==> src/rtl/fc_pkg.sv <==
// -----------------------------------------------------------------------------
// fc_pkg
// Shared definitions for the fully-connected layer engines.
//   - fc_state_e    : sequencer states of one layer pass
//   - fc_acc_width  : accumulator width that cannot overflow for a layer
//   - fc_convert    : accumulator -> output word (shift, saturate, ReLU)
// fc_convert works on a wide fixed container so every layer can share it,
// whatever its own word and accumulator widths are. Callers sign-extend into
// CONV_ACC_W bits and truncate the CONV_OUT_W result to their word size.
// -----------------------------------------------------------------------------
package fc_pkg;

    typedef enum logic [2:0] {
        ST_IDLE  = 3'd0,
        ST_FETCH = 3'd1,
        ST_DRAIN = 3'd2,
        ST_WRITE = 3'd3,
        ST_DONE  = 3'd4
    } fc_state_e;

    localparam int CONV_ACC_W = 64;
    localparam int CONV_OUT_W = 32;

    // IN_SZ full-width products plus the shifted bias, all summed.
    function automatic int fc_acc_width(input int size, input int in_sz);
        return 2 * size + $clog2(in_sz + 1);
    endfunction

    // Arithmetic shift right by frac (floor toward -inf), saturate to a signed
    // size-bit range, then optionally clamp negatives to zero.
    function automatic logic signed [CONV_OUT_W-1:0] fc_convert(
        input logic signed [CONV_ACC_W-1:0] acc,
        input int                           frac,
        input int                           size,
        input logic                         relu
    );
        logic signed [CONV_ACC_W-1:0] shifted;
        logic signed [CONV_ACC_W-1:0] max_v;
        logic signed [CONV_ACC_W-1:0] min_v;
        shifted = acc >>> frac;
        max_v   = (CONV_ACC_W'(1) <<< (size - 1)) - CONV_ACC_W'(1);
        min_v   = ~max_v;  // -2^(size-1)
        if (shifted > max_v) begin
            shifted = max_v;
        end else if (shifted < min_v) begin
            shifted = min_v;
        end
        if (relu && shifted[CONV_ACC_W-1]) begin
            shifted = '0;
        end
        return shifted[CONV_OUT_W-1:0];
    endfunction

endpackage

==> src/rtl/fc_mac_unit.sv <==
// -----------------------------------------------------------------------------
// fc_mac_unit
// Signed multiply-accumulate datapath for one output neuron at a time.
// Ports:
//   clk, rst_n     clock, asynchronous active-low reset (acc cleared)
//   clr            clear the accumulator on this edge
//   acc_en         add this cycle's addend on this edge
//   is_bias        addend is w_data << FRAC instead of w_data * x_val
//   relu           clamp negative converted results to zero
//   w_data, x_val  weight/bias word and the matching input neuron value
//   result_d       converted value of the accumulator as it will be after
//                  this edge; the sequencer registers it on the bias cycle
// -----------------------------------------------------------------------------
module fc_mac_unit
    import fc_pkg::*;
#(
    parameter int SIZE  = 16,
    parameter int FRAC  = 8,
    parameter int IN_SZ = 16,
    parameter int ACC_W = fc_acc_width(SIZE, IN_SZ)
) (
    input  logic            clk,
    input  logic            rst_n,
    input  logic            clr,
    input  logic            acc_en,
    input  logic            is_bias,
    input  logic            relu,
    input  logic [SIZE-1:0] w_data,
    input  logic [SIZE-1:0] x_val,
    output logic [SIZE-1:0] result_d
);

    logic signed [ACC_W-1:0]      acc_q;
    logic signed [ACC_W-1:0]      acc_d;
    logic signed [2*SIZE-1:0]     product;
    logic signed [ACC_W-1:0]      addend;
    logic signed [CONV_ACC_W-1:0] acc_wide;

    always_comb begin
        product = $signed(w_data) * $signed(x_val);
        if (is_bias) begin
            // Bias is aligned to the product's 2*FRAC fractional bits.
            addend = {{(ACC_W-SIZE){w_data[SIZE-1]}}, w_data} << FRAC;
        end else begin
            addend = {{(ACC_W-2*SIZE){product[2*SIZE-1]}}, product};
        end

        acc_d = acc_q;
        if (clr) begin
            acc_d = '0;
        end else if (acc_en) begin
            acc_d = acc_q + addend;
        end

        // ACC_W must stay below CONV_ACC_W for this extension to be legal.
        acc_wide = {{(CONV_ACC_W-ACC_W){acc_d[ACC_W-1]}}, acc_d};
        result_d = SIZE'(fc_convert(acc_wide, FRAC, SIZE, relu));
    end

    always_ff @(posedge clk or negedge rst_n) begin
        if (!rst_n) begin
            acc_q <= '0;
        end else begin
            acc_q <= acc_d;
        end
    end

endmodule

==> src/rtl/fc_layer_engine.sv <==
// -----------------------------------------------------------------------------
// fc_layer_engine
// Sequential fully-connected layer: for each output neuron j it streams the
// IN_SZ weights and the bias of row j from a synchronous weight memory,
// accumulates w*x + (bias << FRAC), converts, and writes the result into the
// next layer.
// Ports:
//   clk, rst_n     clock, asynchronous active-low reset
//   start          begin a pass (only honoured in IDLE)
//   relu_en        ReLU select, captured together with start
//   in_values      input neuron vector, captured together with start
//   w_addr, w_rd   weight memory read request
//   w_data         weight memory read data
//   load_en        one-cycle write strobe into the next layer
//   load_value     converted output neuron value (registered)
//   load_address   output neuron index (registered)
//   busy           pass in progress
//   done           one-cycle pulse after the last write
//
// Weight memory protocol: there is no ready/stall. A word requested with
// w_rd=1 and w_addr in cycle c is presented on w_data throughout cycle c+1,
// and the engine consumes it in exactly that cycle. Row j occupies addresses
// j*(IN_SZ+1) .. j*(IN_SZ+1)+IN_SZ (weights, then bias), so the read address
// simply counts up across the whole pass.
// -----------------------------------------------------------------------------
module fc_layer_engine
    import fc_pkg::*;
#(
    parameter int SIZE    = 16,
    parameter int FRAC    = 8,
    parameter int IN_SZ   = 16,
    parameter int OUT_SZ  = 10,
    parameter int WADDR_W = 16
) (
    input  logic                       clk,
    input  logic                       rst_n,
    input  logic                       start,
    input  logic                       relu_en,
    input  logic [0:IN_SZ-1][SIZE-1:0] in_values,
    output logic [WADDR_W-1:0]         w_addr,
    output logic                       w_rd,
    input  logic [SIZE-1:0]            w_data,
    output logic                       load_en,
    output logic [SIZE-1:0]            load_value,
    output logic [SIZE-1:0]            load_address,
    output logic                       busy,
    output logic                       done
);

    // k runs 0..IN_SZ (IN_SZ = bias fetch) and is incremented once more on
    // the bias fetch, hence IN_SZ+2 distinct values.
    localparam int K_W = $clog2(IN_SZ + 2);
    localparam int J_W = (OUT_SZ > 1) ? $clog2(OUT_SZ) : 1;

    fc_state_e                  state_q, state_d;
    logic [K_W-1:0]             k_q, k_d;
    logic [J_W-1:0]             j_q, j_d;
    logic [WADDR_W-1:0]         addr_q, addr_d;
    logic [0:IN_SZ-1][SIZE-1:0] snap_q, snap_d;
    logic                       relu_q, relu_d;
    logic                       load_en_q, load_en_d;
    logic [SIZE-1:0]            load_value_q, load_value_d;
    logic [SIZE-1:0]            load_address_q, load_address_d;
    logic                       busy_q, busy_d;
    logic                       done_q, done_d;

    logic                       mac_clr;
    logic                       mac_acc_en;
    logic                       mac_is_bias;
    logic [SIZE-1:0]            mac_result;
    logic [SIZE-1:0]            x_sel;

    // The word on w_data during a FETCH cycle with k_q=m belongs to input m-1.
    always_comb begin
        x_sel = '0;
        for (int i = 0; i < IN_SZ; i++) begin
            if (k_q == K_W'(i + 1)) begin
                x_sel = snap_q[i];
            end
        end
    end

    always_comb begin
        state_d        = state_q;
        k_d            = k_q;
        j_d            = j_q;
        addr_d         = addr_q;
        snap_d         = snap_q;
        relu_d         = relu_q;
        load_en_d      = 1'b0;
        load_value_d   = load_value_q;
        load_address_d = load_address_q;
        busy_d         = busy_q;
        done_d         = 1'b0;
        mac_clr        = 1'b0;
        mac_acc_en     = 1'b0;
        mac_is_bias    = 1'b0;

        case (state_q)
            ST_IDLE: begin
                if (start) begin
                    state_d = ST_FETCH;
                    k_d     = '0;
                    j_d     = '0;
                    addr_d  = '0;
                    snap_d  = in_values;
                    relu_d  = relu_en;
                    busy_d  = 1'b1;
                    mac_clr = 1'b1;
                end
            end
            ST_FETCH: begin
                // k_q=0 has no returned word of this row yet.
                mac_acc_en = (k_q != '0);
                addr_d     = addr_q + WADDR_W'(1);
                k_d        = k_q + K_W'(1);
                if (k_q == K_W'(IN_SZ)) begin
                    state_d = ST_DRAIN;
                end
            end
            ST_DRAIN: begin
                // Bias arrives now; register the final converted value so it
                // is stable for the whole WRITE cycle.
                mac_acc_en     = 1'b1;
                mac_is_bias    = 1'b1;
                load_en_d      = 1'b1;
                load_value_d   = mac_result;
                load_address_d = SIZE'(j_q);
                state_d        = ST_WRITE;
            end
            ST_WRITE: begin
                if (j_q == J_W'(OUT_SZ - 1)) begin
                    state_d = ST_DONE;
                    busy_d  = 1'b0;
                    done_d  = 1'b1;
                end else begin
                    state_d = ST_FETCH;
                    j_d     = j_q + J_W'(1);
                    k_d     = '0;
                    mac_clr = 1'b1;
                end
            end
            ST_DONE: begin
                state_d = ST_IDLE;
            end
            default: begin
                state_d = ST_IDLE;
                busy_d  = 1'b0;
            end
        endcase
    end

    always_ff @(posedge clk or negedge rst_n) begin
        if (!rst_n) begin
            state_q        <= ST_IDLE;
            k_q            <= '0;
            j_q            <= '0;
            addr_q         <= '0;
            snap_q         <= '0;
            relu_q         <= 1'b0;
            load_en_q      <= 1'b0;
            load_value_q   <= '0;
            load_address_q <= '0;
            busy_q         <= 1'b0;
            done_q         <= 1'b0;
        end else begin
            state_q        <= state_d;
            k_q            <= k_d;
            j_q            <= j_d;
            addr_q         <= addr_d;
            snap_q         <= snap_d;
            relu_q         <= relu_d;
            load_en_q      <= load_en_d;
            load_value_q   <= load_value_d;
            load_address_q <= load_address_d;
            busy_q         <= busy_d;
            done_q         <= done_d;
        end
    end

    fc_mac_unit #(
        .SIZE  (SIZE),
        .FRAC  (FRAC),
        .IN_SZ (IN_SZ)
    ) u_mac (
        .clk      (clk),
        .rst_n    (rst_n),
        .clr      (mac_clr),
        .acc_en   (mac_acc_en),
        .is_bias  (mac_is_bias),
        .relu     (relu_q),
        .w_data   (w_data),
        .x_val    (x_sel),
        .result_d (mac_result)
    );

    assign w_rd         = (state_q == ST_FETCH);
    assign w_addr       = addr_q;
    assign load_en      = load_en_q;
    assign load_value   = load_value_q;
    assign load_address = load_address_q;
    assign busy         = busy_q;
    assign done         = done_q;

endmodule
==> config.mk <==
export PLATFORM = sky130hd
export DESIGN_NAME = fc_layer_engine
export DESIGN_NICKNAME = d
export VERILOG_FILES = /design/src/rtl/fc_pkg.sv /design/src/rtl/fc_mac_unit.sv /design/src/rtl/fc_layer_engine.sv
export SDC_FILE = /design/constraint.sdc
export NUM_CORES = 2
export LEC_CHECK = 0
export ABC_AREA = 1
export BUFFER_PORTS_ARGS = -buffer_cell sky130_fd_sc_hd__clkbuf_2
export CELL_PAD_IN_SITES_DETAIL_PLACEMENT = 1
export CELL_PAD_IN_SITES_GLOBAL_PLACEMENT = 1
export CORE_UTILIZATION = 44
export DETAILED_ROUTE_END_ITERATION = 8
export PLACE_DENSITY_LB_ADDON = 0.1
export SYNTH_ARGS = -nofsm -noshare
export SYNTH_HDL_FRONTEND = slang
export SYNTH_SLANG_ARGS = --single-unit
==> constraint.sdc <==
create_clock -name clk -period 13.5 [get_ports clk]
set_clock_uncertainty 0.2 [all_clocks]
set_input_delay 0.675 -clock clk [delete_from_list [all_inputs] [get_ports clk]]
set_output_delay 0.675 -clock clk [all_outputs]
set_load 0.01 [all_outputs]
==> results.toml <==
[clocking]
clock_latency_ps = 590
clockBufferDepth = 3
cts_max_level = 2
cts_sinks = 345
cts_tree = "built"
clk_pin_slew_ps = 60
numCtsBuffers = 41
root_buffer = "clkbuf_16"

[yosys]
ys.flop_type = "dfrtp_1"
synth_seq_cells = 345
synth_top_area_share = 0.294
syn-cell-area_um2 = 29400
synth_top_area_cell = "dfrtp_1"
synth_area_per_cell_um2 = 7.39
synth.most_common_cell = "nand2_1"
synthCells = 3981
ys_async_sr_fraction = 1.00
ys_top_cells_by_count = "1437 x nand2_1, 579 x inv_1, 345 x dfrtp_1, 278 x nor2_1, 263 x fa_1"
synth_warnings = 0
synth_edf_count = 0
ys_types = 51
yosysSeqAreaShare = 0.294
ys_top_cells_by_area = "dfrtp_1 29%, nand2_1 18%, fa_1 18%, inv_1 7.4%, ha_1 5.4%"

[grt]
overflow = 0
grt_max_degree = 128
antenna_found_initial = 3
grt_pass1_wl_mm = 164
track_usage = 0.315
first_global_vias = 28600

[floorplanning]
die-area_um2 = 67900
die-height_um = 261
die_w_um = 261
initial_core_util = 0.446
row_count = 94
core-area_um2 = 66000
ios = 328

[worst_setup_path]
critPathCaptureType = "flop"
path_class = "flop to flop"
arrival_ps = 12930
critical-path-slowest-cell = "fa_1"
cpPeakStageDelay_ps = 600
crit_required_ps = 13780
critPathLaunchType = "flop"
critical_path.top_delay_family = "adder cells"
crit_fanout = 17
cp_num_buf_inv = 10
cp_common_cell = "nand2_1"

[routing]
drc = 64
vias = 27000
first_iter_violations = 1867
wl_per_cell_um = 20.4
final_antenna_net_count = 0
firstDrtPassIters = 9
routed_wirelength_mm = 104
avgViaCountPerCell = 5.27

[place]
io_buffers = 315
dp.final_hpwl_mm = 81.0
gp_congestion = 0.955
placed_cells = 5037

[hold_path]
worstHoldPathType = "input port to flop"

[final_layout]
layout-drive-gt1-share = 0.122
syn2layout_area_growth_pct = 12.0
utilization = 0.499
finalNonFillerCells = 5122
nets = 4890

[sta]
drv_slew = 0
fmax_ghz = 0.0791
min_period_over_period = 0.937
finalSetupViolations = 0
min_period_ps = 12650
slew_headroom = 0.304
hold_viol_final = 0
tightest_slew_ps = 1040

[job]
drv_cap = 0

[run_status]
status = "finished, violations left"
violations = "design-rule violations"
==> flip-flops by register name, summed over array words and instances, names as in the netlist <==
signal and flops:
busy 1, state_q 3, done 1, j_q 4, relu_q 1, load_value 16
snap_q 256, load_en 1, u_mac.acc_q 37, load_address 4, w_addr 16, k_q 5
==> path summary, 6_finish.rpt <==
check / startpoint / endpoint / slack (ps) / cells past startpoint
setup reg to reg: k_q[0] / load_value[8] / 850 / 66
max in group asynchronous: rst_n / u_mac.acc_q[27] / 10340 / 4
hold / removal: in_values[83] / snap_q[83] / 70 / 3
min in group asynchronous: rst_n / snap_q[231] / 490 / 2
setup / recovery: k_q[0] / load_value[8] / 850 / 66
hold reg to reg: snap_q[15] / snap_q[15] / 270 / 2
==> worst min-delay path, delay by kind of cell <==
family | cells | cell delay (ps)
buf+inv | 1 | 80
simple gates | 2 | 80
==> metal layers <==
metal | part of all wire | vias to the layer above | GRT usage
li1 | - | 12600 | -
met1 | 0.45 | 13500 | 0.445
met2 | 0.46 | 763 | 0.508
met3 | 0.053 | 161 | 0.0361
met4 | 0.032 | 0 | 0.0962
met5 | 0 | - | 0
==> cells by family (layout without fill, tap and decap cells) <==
| group | count (synthesis) | in the layout | share of synthesized area |
|---|---|---|---|
| other | 1 | 16 | 0.000127 |
| DFF | 345 | 345 | 0.294 |
| adders and majority gates | 391 | 391 | 0.233 |
| muxes | 3 | 3 | 0.00102 |
| AOI/OAI and AO/OA | 371 | 371 | 0.0681 |
| xor gates and xnor gates | 36 | 36 | 0.0107 |
| and+or+nand+nor | 2071 | 2071 | 0.287 |
| buffers and inverters | 763 | 1025 | 0.106 |
==> cell usage in the layout, fill, tap and decap left out, types with 4 or more instances in the layout <==
| cell | synthesis | final |
|---|---|---|
| clkbuf_8 | 0 | 4 |
| diode_2 | 0 | 4 |
| nor2_4 | 6 | 6 |
| a21oi_1 | 145 | 145 |
| conb_1 | 1 | 12 |
| nor3_1 | 18 | 16 |
| nor2_1 | 278 | 277 |
| clkbuf_2 | 0 | 314 |
| o21ai_1 | 4 | 4 |
| dfrtp_1 | 345 | 345 |
| xnor2_1 | 21 | 21 |
| clkinv_1 | 10 | 9 |
| o211ai_1 | 4 | 4 |
| inv_2 | 13 | 13 |
| ha_1 | 128 | 128 |
| fa_1 | 263 | 263 |
| or2_1 | 4 | 4 |
| clkbuf_16 | 0 | 41 |
| buf_4 | 21 | 33 |
| clkbuf_1 | 84 | 15 |
| or2_0 | 11 | 11 |
| inv_1 | 579 | 577 |
| o22ai_1 | 10 | 10 |
| nand3_1 | 204 | 204 |
| nor2_2 | 6 | 7 |
| xor2_1 | 15 | 15 |
| a21o_1 | 11 | 11 |
| nand4_1 | 24 | 24 |
| nand2_1 | 1437 | 1434 |
| a31oi_1 | 11 | 11 |
| o21ai_0 | 166 | 166 |
| or2_2 | 41 | 41 |
| nor4_1 | 4 | 4 |
| nand2_2 | 29 | 31 |
==> what timing repair did <==
item | 4_1_cts | 5_1_grt
hold buffers | 1 | 0
setup endpoints to repair | 0 | 16
endpoints found under the hold margin | 81 | 0
setup buffers | 0 | 6
resized for setup | 0 | 7
==> per-stage QoR <==
| stage | hold WS (ps) | TNS [ps] | area [um^2] | worst slack (ps) |
|---|---|---|---|---|
| 5_1_grt | 68.8 | -48.5 | 32900 | -16.5 |
| 6_report | 71.6 | 0 | 33000 | 854 |
| 2_1_floorplan | 179 | 0 | 29500 | 3370 |
| 3_5_place_dp | 258 | 0 | 31500 | 613 |
| 4_1_cts | 43.9 | 0 | 32900 | 423 |
| 3_3_place_gp | 255 | 0 | 31500 | 798 |
==> final cells by class <==
cell class	instances	area [um^2]
fillers	8515	33000
multi-input cells	2884	17700
flip-flops and latches	345	8630
inverters	602	2270
repair buffers	349	1840
clock buffers	60	1140
well taps	864	1080
clock inverters	14	231
diodes	4	10.0
Power is not shown: default switching activity piles up to over one toggle a cycle in this logic, so the estimate is an artifact.
